`src/rtl/alu_pkg.sv`:
```
// Shared definitions for the ALU sharing controller: opcodes, FSM states,
// requester IDs and the request bundle carried onto the ALU operand bus.
package alu_pkg;

    localparam int DW  = 16;
    localparam int OPW = 3;

    localparam logic [OPW-1:0] ALU_ADD   = 3'd0;
    localparam logic [OPW-1:0] ALU_AND   = 3'd1;
    localparam logic [OPW-1:0] ALU_XOR   = 3'd2;
    localparam logic [OPW-1:0] ALU_SHL   = 3'd3;
    localparam logic [OPW-1:0] ALU_SHR   = 3'd4;
    localparam logic [OPW-1:0] ALU_SRA   = 3'd5;
    localparam logic [OPW-1:0] ALU_PASSA = 3'd6;
    localparam logic [OPW-1:0] ALU_PASSB = 3'd7;

    localparam logic REQ_EXU = 1'b0;
    localparam logic REQ_AGU = 1'b1;

    typedef enum logic [1:0] {
        IDLE = 2'd0,
        EXEC = 2'd1,
        PSR  = 2'd2,
        RESP = 2'd3
    } state_e;

    typedef struct packed {
        logic [OPW-1:0] op;
        logic [DW-1:0]  a;
        logic [DW-1:0]  b;
        logic           setcc;
    } alu_req_t;

endpackage

```
`src/rtl/rr_arb2.sv`:
```
// Two-input round-robin arbiter; the holder of `last` loses a tie.
// Purely combinational, the history register belongs to the caller.
module rr_arb2
    import alu_pkg::*;
(
    input  logic [1:0] req,
    input  logic       last,
    input  logic       en,
    output logic [1:0] grant
);

    always_comb begin
        grant = 2'b00;
        if (en) begin
            if (req[0] && (!req[1] || last == REQ_AGU))
                grant = 2'b01;
            else if (req[1])
                grant = 2'b10;
        end
    end

endmodule

```
`src/rtl/alu_arbiter.sv`:
```
// Shares the single datapath ALU between the execute unit, the address unit
// and the PSR-restore path, one operation at a time.
module alu_arbiter
    import alu_pkg::*;
(
    input  logic           clk,
    input  logic           rst,
    input  logic           req0_valid,
    output logic           req0_ready,
    input  logic [OPW-1:0] req0_op,
    input  logic [DW-1:0]  req0_a,
    input  logic [DW-1:0]  req0_b,
    input  logic           req0_setcc,
    input  logic           req1_valid,
    output logic           req1_ready,
    input  logic [OPW-1:0] req1_op,
    input  logic [DW-1:0]  req1_a,
    input  logic [DW-1:0]  req1_b,
    input  logic           req1_setcc,
    input  logic           psr_load_valid,
    output logic           psr_load_ready,
    output logic [OPW-1:0] alu_op,
    output logic [DW-1:0]  alu_a,
    output logic [DW-1:0]  alu_b,
    output logic           alu_flag,
    output logic           alu_frm_mem,
    input  logic [DW-1:0]  alu_result,
    output logic           resp_valid,
    output logic           resp_id,
    output logic [DW-1:0]  resp_data,
    input  logic           resp_ready
);

    state_e   state, state_nxt;
    logic     last;
    logic     gnt_setcc;
    logic     idle_ok;
    logic [1:0] grant;
    alu_req_t req_sel;

    // Readies stay low while reset is held even though the state reads IDLE.
    assign idle_ok        = (state == IDLE) && !rst;
    assign psr_load_ready = idle_ok && psr_load_valid;

    rr_arb2 u_arb (
        .req   ({req1_valid, req0_valid}),
        .last  (last),
        .en    (idle_ok && !psr_load_valid),
        .grant (grant)
    );

    assign req0_ready  = grant[0];
    assign req1_ready  = grant[1];
    assign alu_flag    = (state == EXEC) && gnt_setcc;
    assign alu_frm_mem = (state == PSR);
    assign resp_valid  = (state == RESP);

    always_comb begin
        if (grant[1])
            req_sel = '{op: req1_op, a: req1_a, b: req1_b, setcc: req1_setcc};
        else
            req_sel = '{op: req0_op, a: req0_a, b: req0_b, setcc: req0_setcc};
    end

    always_comb begin
        state_nxt = state;
        case (state)
            IDLE: begin
                if (psr_load_ready)
                    state_nxt = PSR;
                else if (|grant)
                    state_nxt = EXEC;
            end
            EXEC:    state_nxt = RESP;
            PSR:     state_nxt = IDLE;
            RESP:    if (resp_ready) state_nxt = IDLE;
            default: state_nxt = IDLE;
        endcase
    end

    always_ff @(posedge clk or posedge rst) begin
        if (rst) begin
            state     <= IDLE;
            last      <= REQ_AGU;
            gnt_setcc <= 1'b0;
            alu_op    <= ALU_PASSA;
            alu_a     <= '0;
            alu_b     <= '0;
            resp_id   <= REQ_EXU;
            resp_data <= '0;
        end else begin
            state <= state_nxt;
            if (|grant) begin
                last      <= grant[1];
                gnt_setcc <= req_sel.setcc;
                alu_op    <= req_sel.op;
                alu_a     <= req_sel.a;
                alu_b     <= req_sel.b;
            end
            // ALU latched the result at the mid-cycle falling edge of EXEC.
            if (state == EXEC) begin
                resp_data <= alu_result;
                resp_id   <= last;
            end
        end
    end

endmodule

```
`config.mk`:
```
export PLATFORM = sky130hd
export DESIGN_NAME = alu_arbiter
export DESIGN_NICKNAME = d
export VERILOG_FILES = /design/src/rtl/alu_pkg.sv /design/src/rtl/rr_arb2.sv /design/src/rtl/alu_arbiter.sv
export SDC_FILE = /design/constraint.sdc
export NUM_CORES = 1
export LEC_CHECK = 0
export CORE_UTILIZATION = 41
export DETAILED_ROUTE_END_ITERATION = 12
export GPL_TIMING_DRIVEN = 1
export MAX_ROUTING_LAYER = met4
export PLACE_DENSITY = 0.85
export SYNTH_ARGS = -nofsm -noshare
export SYNTH_HDL_FRONTEND = slang
export SYNTH_SLANG_ARGS = --single-unit
```
`constraint.sdc`:
```
create_clock -name clk -period 3.4 [get_ports clk]
set_clock_uncertainty 0.15 [all_clocks]
set_input_delay 0.51 -clock clk [delete_from_list [all_inputs] [get_ports clk]]
set_output_delay 0.51 -clock clk [all_outputs]
set_load 0.03 [all_outputs]
```
==> key figures, run 1 <==
Floorplanning
  – Die extent in x: 82.6 um
  – Starting density of the core: 0.422
  – Die Area: 6830 um2
  – Core footprint: 6310 um2
  – Die Span Y: 82.6 um
  – FP Rows: 29
  – Ports: 152

Drt
  – Vias per cell: 5.51
  – Vias: 2258
  – Iter 0 DRT Violations: 79
  – Avg WL per Cell: 17.5 um
  – # DRC: 0
  – Routed wire length: 7.17 mm
  – Initial DRT Pass Iterations: 4
  – Routed Antenna Nets: 0

GRT
  – GRT Total Usage: 0.220
  – Number of global-route vias before repair: 2171
  – Largest net degree at the start of global routing: 44
  – GRT overflow: 0
  – Antenna violations before repair: 0
  – Global-route wire length before repair: 10.8 mm

Logic synthesis
  – Synth area leader: dfrtp_1
  – Syn. warnings: 0
  – Cells after synthesis: 187
  – Register bit total from synthesis: 56
  – Average size of a mapped cell: 14.3 um2
  – Post-synth top area share: 0.498
  – Top cells by area, synth: dfrtp_1 50%, a2bb2oi_2 17%, o32ai_1 12%
  – Netlist cell types: 24
  – Synth Cell Area: 2670 um2
  – Mapped Nets: 281
  – Seq/Total Area, Yosys: 0.527

Cells and area
  – Layout Nets: 426
  – Final std cells w/o fill: 410
  – Antenna Cells: 0
  – Filler cells: 490
  – Layout cell share with drive strength beyond 1: 0.162
  – Syn-to-layout area delta: 62.3%

CTS
  – Htree depth: 2
  – Root buffer cell: clkbuf_8
  – Bufs on Longest Clock Path: 2
  – Worst-Skew Late Latency: 0.29 ns
  – TritonCTS clock tree: yes
  – CTS Buf Count: 5
  – Worst-path clk slew: 0.09 ns
  – CTS resizes: 0
  – Postcts setup bufs: 0
  – Clock Sink Count: 56
  – Hold_buf cts: 0

Power
  – Sw frac: 0.406
  – Sequential share of power: 0.317
  – Peak supply drop: 0.000538 V
  – Comb pwr share: 0.573
  – Net switching power: 1570 uW
  – Internal: 2300 uW
  – Clock power frac: 0.111
  – Leakage power: 0.00165 uW
  – Pwr dens: 896 nW/um2

Timing
  – Max_slew headroom: 0.411
  – FMAX: 353 MHz
  – Fin. Hold Viols: 0
  – Worst Tran Pin Value: 0.882 ns
  – RSZ-0062 raised after global routing: false
  – Final WS setup: 0.570 ns
  – Tmin final: 2.83 ns
  – Setup tns final: 0 ns
  – Final period utilization: 0.832
  – Setup Viol. Count Final: 0
  – Fin. max-slew vios: 0

Placement
  – Gpl congestion: 0.692
  – # port buffers: 151
  – DP Cell Count: 402
  – Dpl hpwl: 5.25 mm
  – Pre-CTS WS: 0.564 ns

Critical path
  – Reg2Reg Setup Slack: 1.47 ns
  – Startpoint Class: input port
  – Arr. time, crit path: 2.17 ns
  – CP max FO: 4
  – Worst flop-to-flop path startpoint: state[0]
  – Crit path required time: 2.74 ns
  – Crit path kind: input port to primary output
  – CP Capture Type: primary output
  – Worst r2r path cells: 4
  – Reg2reg end: last

Status
  – Status: completed

Hold path
  – Hold Path Stages: 1
  – Hold path start: resp_data[1]
  – Worst Hold Class: flop to flop
  – Hold Crit Endpoint: resp_data[1]

Run
  – Max-cap violations: 0
[state kept, by name, summed over array words and instances, names as in the netlist]
register	cells
state	2
gnt_setcc	1
resp_id	1
resp_data	16
alu_a	16
alu_b	16
last	1
alu_op	3
[cell type report]
type	instances	area, um2	share of cell area
Inverter	3	11.3	0.00260
Clock inverter	2	35.0	0.00810
Multi-Input combinational cell	107	1140	0.263
Sequential cell	56	1410	0.325
Clock buffer	6	72.6	0.0168
Timing Repair Buffer	159	1570	0.363
Tap cell	77	96.3	0.0223
[critical path, cell delays in order]
cell             delay, ns
clkdlybuf4s50_1       0.52
a21bo_1               0.24
nor3b_1               0.21
clkdlybuf4s50_1       0.70
[Yosys cell counts]
cell / number
dfstp_2: 3
inv_2: 1
o21a_1: 1
a21oi_1: 1
a21bo_1: 1
mux2_1: 17
buf_2: 6
buf_1: 1
a2bb2oi_2: 30
nor3_1: 1
o32ai_1: 36
buf_4: 2
nor4_4: 1
nor2b_1: 3
clkbuf_1: 9
nor3b_1: 2
inv_1: 2
a31oi_1: 1
a2bb2oi_1: 6
buf_6: 3
nand2b_1: 1
and2_1: 2
dfrtp_1: 53
nand2_1: 4
[power groups by stage]
stage	Sequential (uW)	Combinational, uW	Clock, uW
detailed placement	1240	2240	0
finish	1230	2220	430
global placement	1220	2200	0
global route	1270	2340	459
floorplan	1840	726	0
CTS	1230	2240	436
[kinds of logic (layout without fill, tap and decap cells)]
logic type / after synthesis / after routing / share of synthesized area
flops: 56 / 56 / 0.527
mux: 17 / 17 / 0.0718
compound gates: 76 / 76 / 0.318
simple gates: 14 / 14 / 0.0352
buf+inv: 24 / 170 / 0.0479
[worst max-delay path by stage]
stage | start | end | cells past startpoint
after global placement | req1_valid | req1_ready | 4
final | req1_valid | req1_ready | 4
after CTS | req1_valid | req1_ready | 4
after floorplan | req1_valid | req1_ready | 4
after detailed placement | req1_valid | req1_ready | 4
after global routing | req1_valid | req1_ready | 4
[per-layer routing]
metal | vias up | part of all wire | GRT usage
li1 | 1039 | - | -
met1 | 1126 | 0.40 | 0.259
met2 | 87 | 0.53 | 0.393
met3 | 6 | 0.063 | 0.0418
met4 | 0 | 0.0052 | 0.0431
met5 | - | 0 | -
[metrics by stage]
| stage | utilization | power (uW) | hold WS [ns] | cell area [um2] |
|---|---|---|---|---|
| 2_1_floorplan | - | 2560 | 0.347 | 2670 |
| 3_3_place_gp | 0.668 | 3420 | 0.316 | 4220 |
| 3_5_place_dp | 0.668 | 3480 | 0.325 | 4220 |
| 4_1_cts | 0.685 | 3910 | 0.347 | 4330 |
| 5_1_grt | 0.685 | 4070 | 0.365 | 4330 |
| 6_report | 0.685 | 3870 | 0.341 | 4330 |
[placed cells by master, fill, tap and decap left out, types with 2 or more instances in the layout]
cell type / instances
a2bb2oi_1: 6
clkdlybuf4s50_1: 150
clkbuf_8: 5
a2bb2oi_2: 30
and2_1: 2
dfrtp_1: 53
buf_4: 9
nor2b_1: 2
inv_2: 2
nor3b_1: 2
nand2_1: 4
mux2_1: 17
dfstp_2: 3
o32ai_1: 36
Power figures use the tool's default switching activity.
==> inputs of run 2 (changes only) <==
Settings changed: CORE_UTILIZATION 41 to 38, PLACE_DENSITY 0.85 to 0.8.
Clock period 3.4 ns to 2.8 ns, I/O delays scaled along.
==> run 2 against run 1 <==
Non-clock buffer count rose by 3. Clock power rose by 19%. Critical path depth rose by 1. Sequential share of layout area fell by 0.31 points.
==> key figures, run 2 (synthesized netlist as in run 1, its figures left out) <==
Critical path
  – Arr. time, crit path: 1.99 ns (-0.18 ns)
  – Crit path kind: input port to primary output
  – CP max FO: 3 (-1)
  – Max incr delay on CP: 0.66 ns (-0.04 ns)
  – Family with the most delay on the worst path: buffers and inverters
  – Startpoint Class: input port
  – Worst-path cell chain: clkdlybuf4s50_1, nor3_1, nand2_1, inv_1, clkdlybuf4s50_1
  – CP Capture Type: primary output
  – Reg2Reg Setup Slack: 0.98 ns (-0.49 ns)
  – Crit path from: rst
  – Crit path required time: 2.23 ns (-0.51 ns)
  – WP buf/inv: 3 (+1)
  – Worst flop-to-flop path startpoint: state[0]
  – Crit-path slowest cell: clkdlybuf4s50_1
  – Most common cell on crit path: clkdlybuf4s50_1

Drt
  – Initial DRT Pass Iterations: 6 (+2)
  – Iter 0 DRT Violations: 91 (+15%)
  – Vias: 2275 (+0.75%)
  – Vias per cell: 5.27 (-4.4%)
  – # DRC: 0 (unchanged)
  – Avg WL per Cell: 16.4 um (-6.3%)
  – Routed wire length: 7.08 mm (-1.3%)
  – Routed Antenna Nets: 0 (unchanged)

GRT
  – Global-route wire length before repair: 11.4 mm (+5.3%)
  – Number of global-route vias before repair: 2325 (+7.1%)
  – Antenna violations before repair: 0 (unchanged)
  – GRT overflow: 0 (unchanged)
  – Largest net degree at the start of global routing: 37 (-16%)
  – GRT Total Usage: 0.203 (-0.0173)

Timing
  – Final WS setup: 0.236 ns (-0.334 ns)
  – Setup tns final: 0 ns (unchanged)
  – Max_slew headroom: 0.737 (+0.325)
  – RSZ-0062 raised after global routing: false
  – Setup Viol. Count Final: 0 (unchanged)
  – Worst hold slack: 0.343 ns (+0.00229 ns)
  – Tmin final: 2.56 ns
  – Fin. max-slew vios: 0 (unchanged)
  – FMAX: 390 MHz
  – Fin. Hold Viols: 0 (unchanged)
  – Final period utilization: 0.916
  – Worst Tran Pin Value: 0.395 ns (-0.487 ns)

Cells and area
  – Layout cell share with drive strength beyond 1: 0.176 (+0.0134)
  – Antenna Cells: 0 (unchanged)
  – Commonest cells after routing, fill and taps aside: 148 x clkdlybuf4s50_1, 53 x dfrtp_1, 36 x o32ai_1
  – Syn-to-layout area delta: 63.8%
  – Regs by FF count: alu_a x16, alu_b x16, resp_data x16
  – Commonest non-fill, non-tap cell in the layout: clkdlybuf4s50_1
  – Core Util, Final: 0.643 (-0.0424)
  – Layout Nets: 429 (+0.70%)

Floorplanning
  – Core footprint: 6790 um2 (+7.6%)
  – FP Rows: 30 (+3.4%)
  – Die Span Y: 85.7 um (+3.8%)
  – Die Area: 7350 um2 (+7.7%)
  – Ports: 152 (unchanged)
  – Die extent in x: 85.7 um (+3.8%)
  – Starting density of the core: 0.392 (-0.0299)

CTS
  – Worst-Skew Late Latency: 0.30 ns (about the same)
  – Root buffer cell: clkbuf_8
  – Hold_buf cts: 0 (unchanged)
  – Postcts setup bufs: 0 (unchanged)
  – Worst-path clk slew: 0.09 ns (about the same)
  – Bufs on Longest Clock Path: 2 (unchanged)
  – TritonCTS clock tree: yes
  – CTS Buf Count: 5 (unchanged)
  – CTS resizes: 0 (unchanged)
  – Htree depth: 2 (unchanged)
  – Clock Sink Count: 56 (unchanged)

Power
  – Peak supply drop: 0.000452 V (-16%)
  – Leakage power: 0.00167 uW (+1.1%)
  – Pwr dens: 1080 nW/um2 (+20%)

Status
  – Status: completed

Hold path
  – Worst Hold Class: flop to flop
  – Hold path start: resp_data[10]

Placement
  – Dpl hpwl: 5.30 mm (+0.85%)
  – Gpl congestion: 0.761 (+9.9%)
  – # port buffers: 151 (unchanged)
  – Pre-CTS WS: 0.254 ns (-0.310 ns)

Run
  – Max-cap violations: 0 (unchanged)
[run 2: changes by cell type in the layout (fill, tap and decap cells not counted), sizes merged]
| cell | change |
|---|---|
| buf | +5 |
| clkdlybuf4s50 | -2 |
[run 2: path summary, 6_finish.rpt]
check                      depth (start not counted)             end
setup / recovery                                   5  psr_load_ready
hold / removal                                     1   resp_data[10]
setup reg to reg                                   4       gnt_setcc
hold reg to reg                                    1   resp_data[10]
max in group asynchronous                          3       alu_op[1]
min in group asynchronous                          3        state[0]
[run 2: layout make-up]
class	instances	area, um2
Fill cell	536	2430
Timing Repair Buffer	162	1590
Sequential cell	56	1410
Multi-Input combinational cell	107	1140
Tap cell	96	120
Clock buffer	6	72.6
Clock inverter	2	35.0
Inverter	3	11.3
[run 2: through the flow]
step,area [um2],power (uW),std cells
2_1_floorplan,2670,3110,187
3_3_place_gp,4260,4180,424
3_5_place_dp,4260,4230,424
4_1_cts,4370,4760,432
5_1_grt,4370,4920,432
6_report,4370,4690,432
[run 2: layer usage]
| metal | vias to the layer above | share of wire | routed length, um | track usage |
|---|---|---|---|---|
| li1 | 1045 | - | - | - |
| met1 | 1142 | 0.43 | 3040 | 0.252 |
| met2 | 84 | 0.51 | 3600 | 0.347 |
| met3 | 4 | 0.055 | 388 | 0.0433 |
| met4 | 0 | 0.0064 | 45 | 0.0348 |
| met5 | - | 0 | 0 | - |
[run 2: power breakdown]
part	total (uW)	internal (uW)	switching [uW]	leakage, uW
Clock	511	266	245	0.0000552
Combinational	2690	1310	1390	0.000982
Sequential	1490	1220	267	0.000629
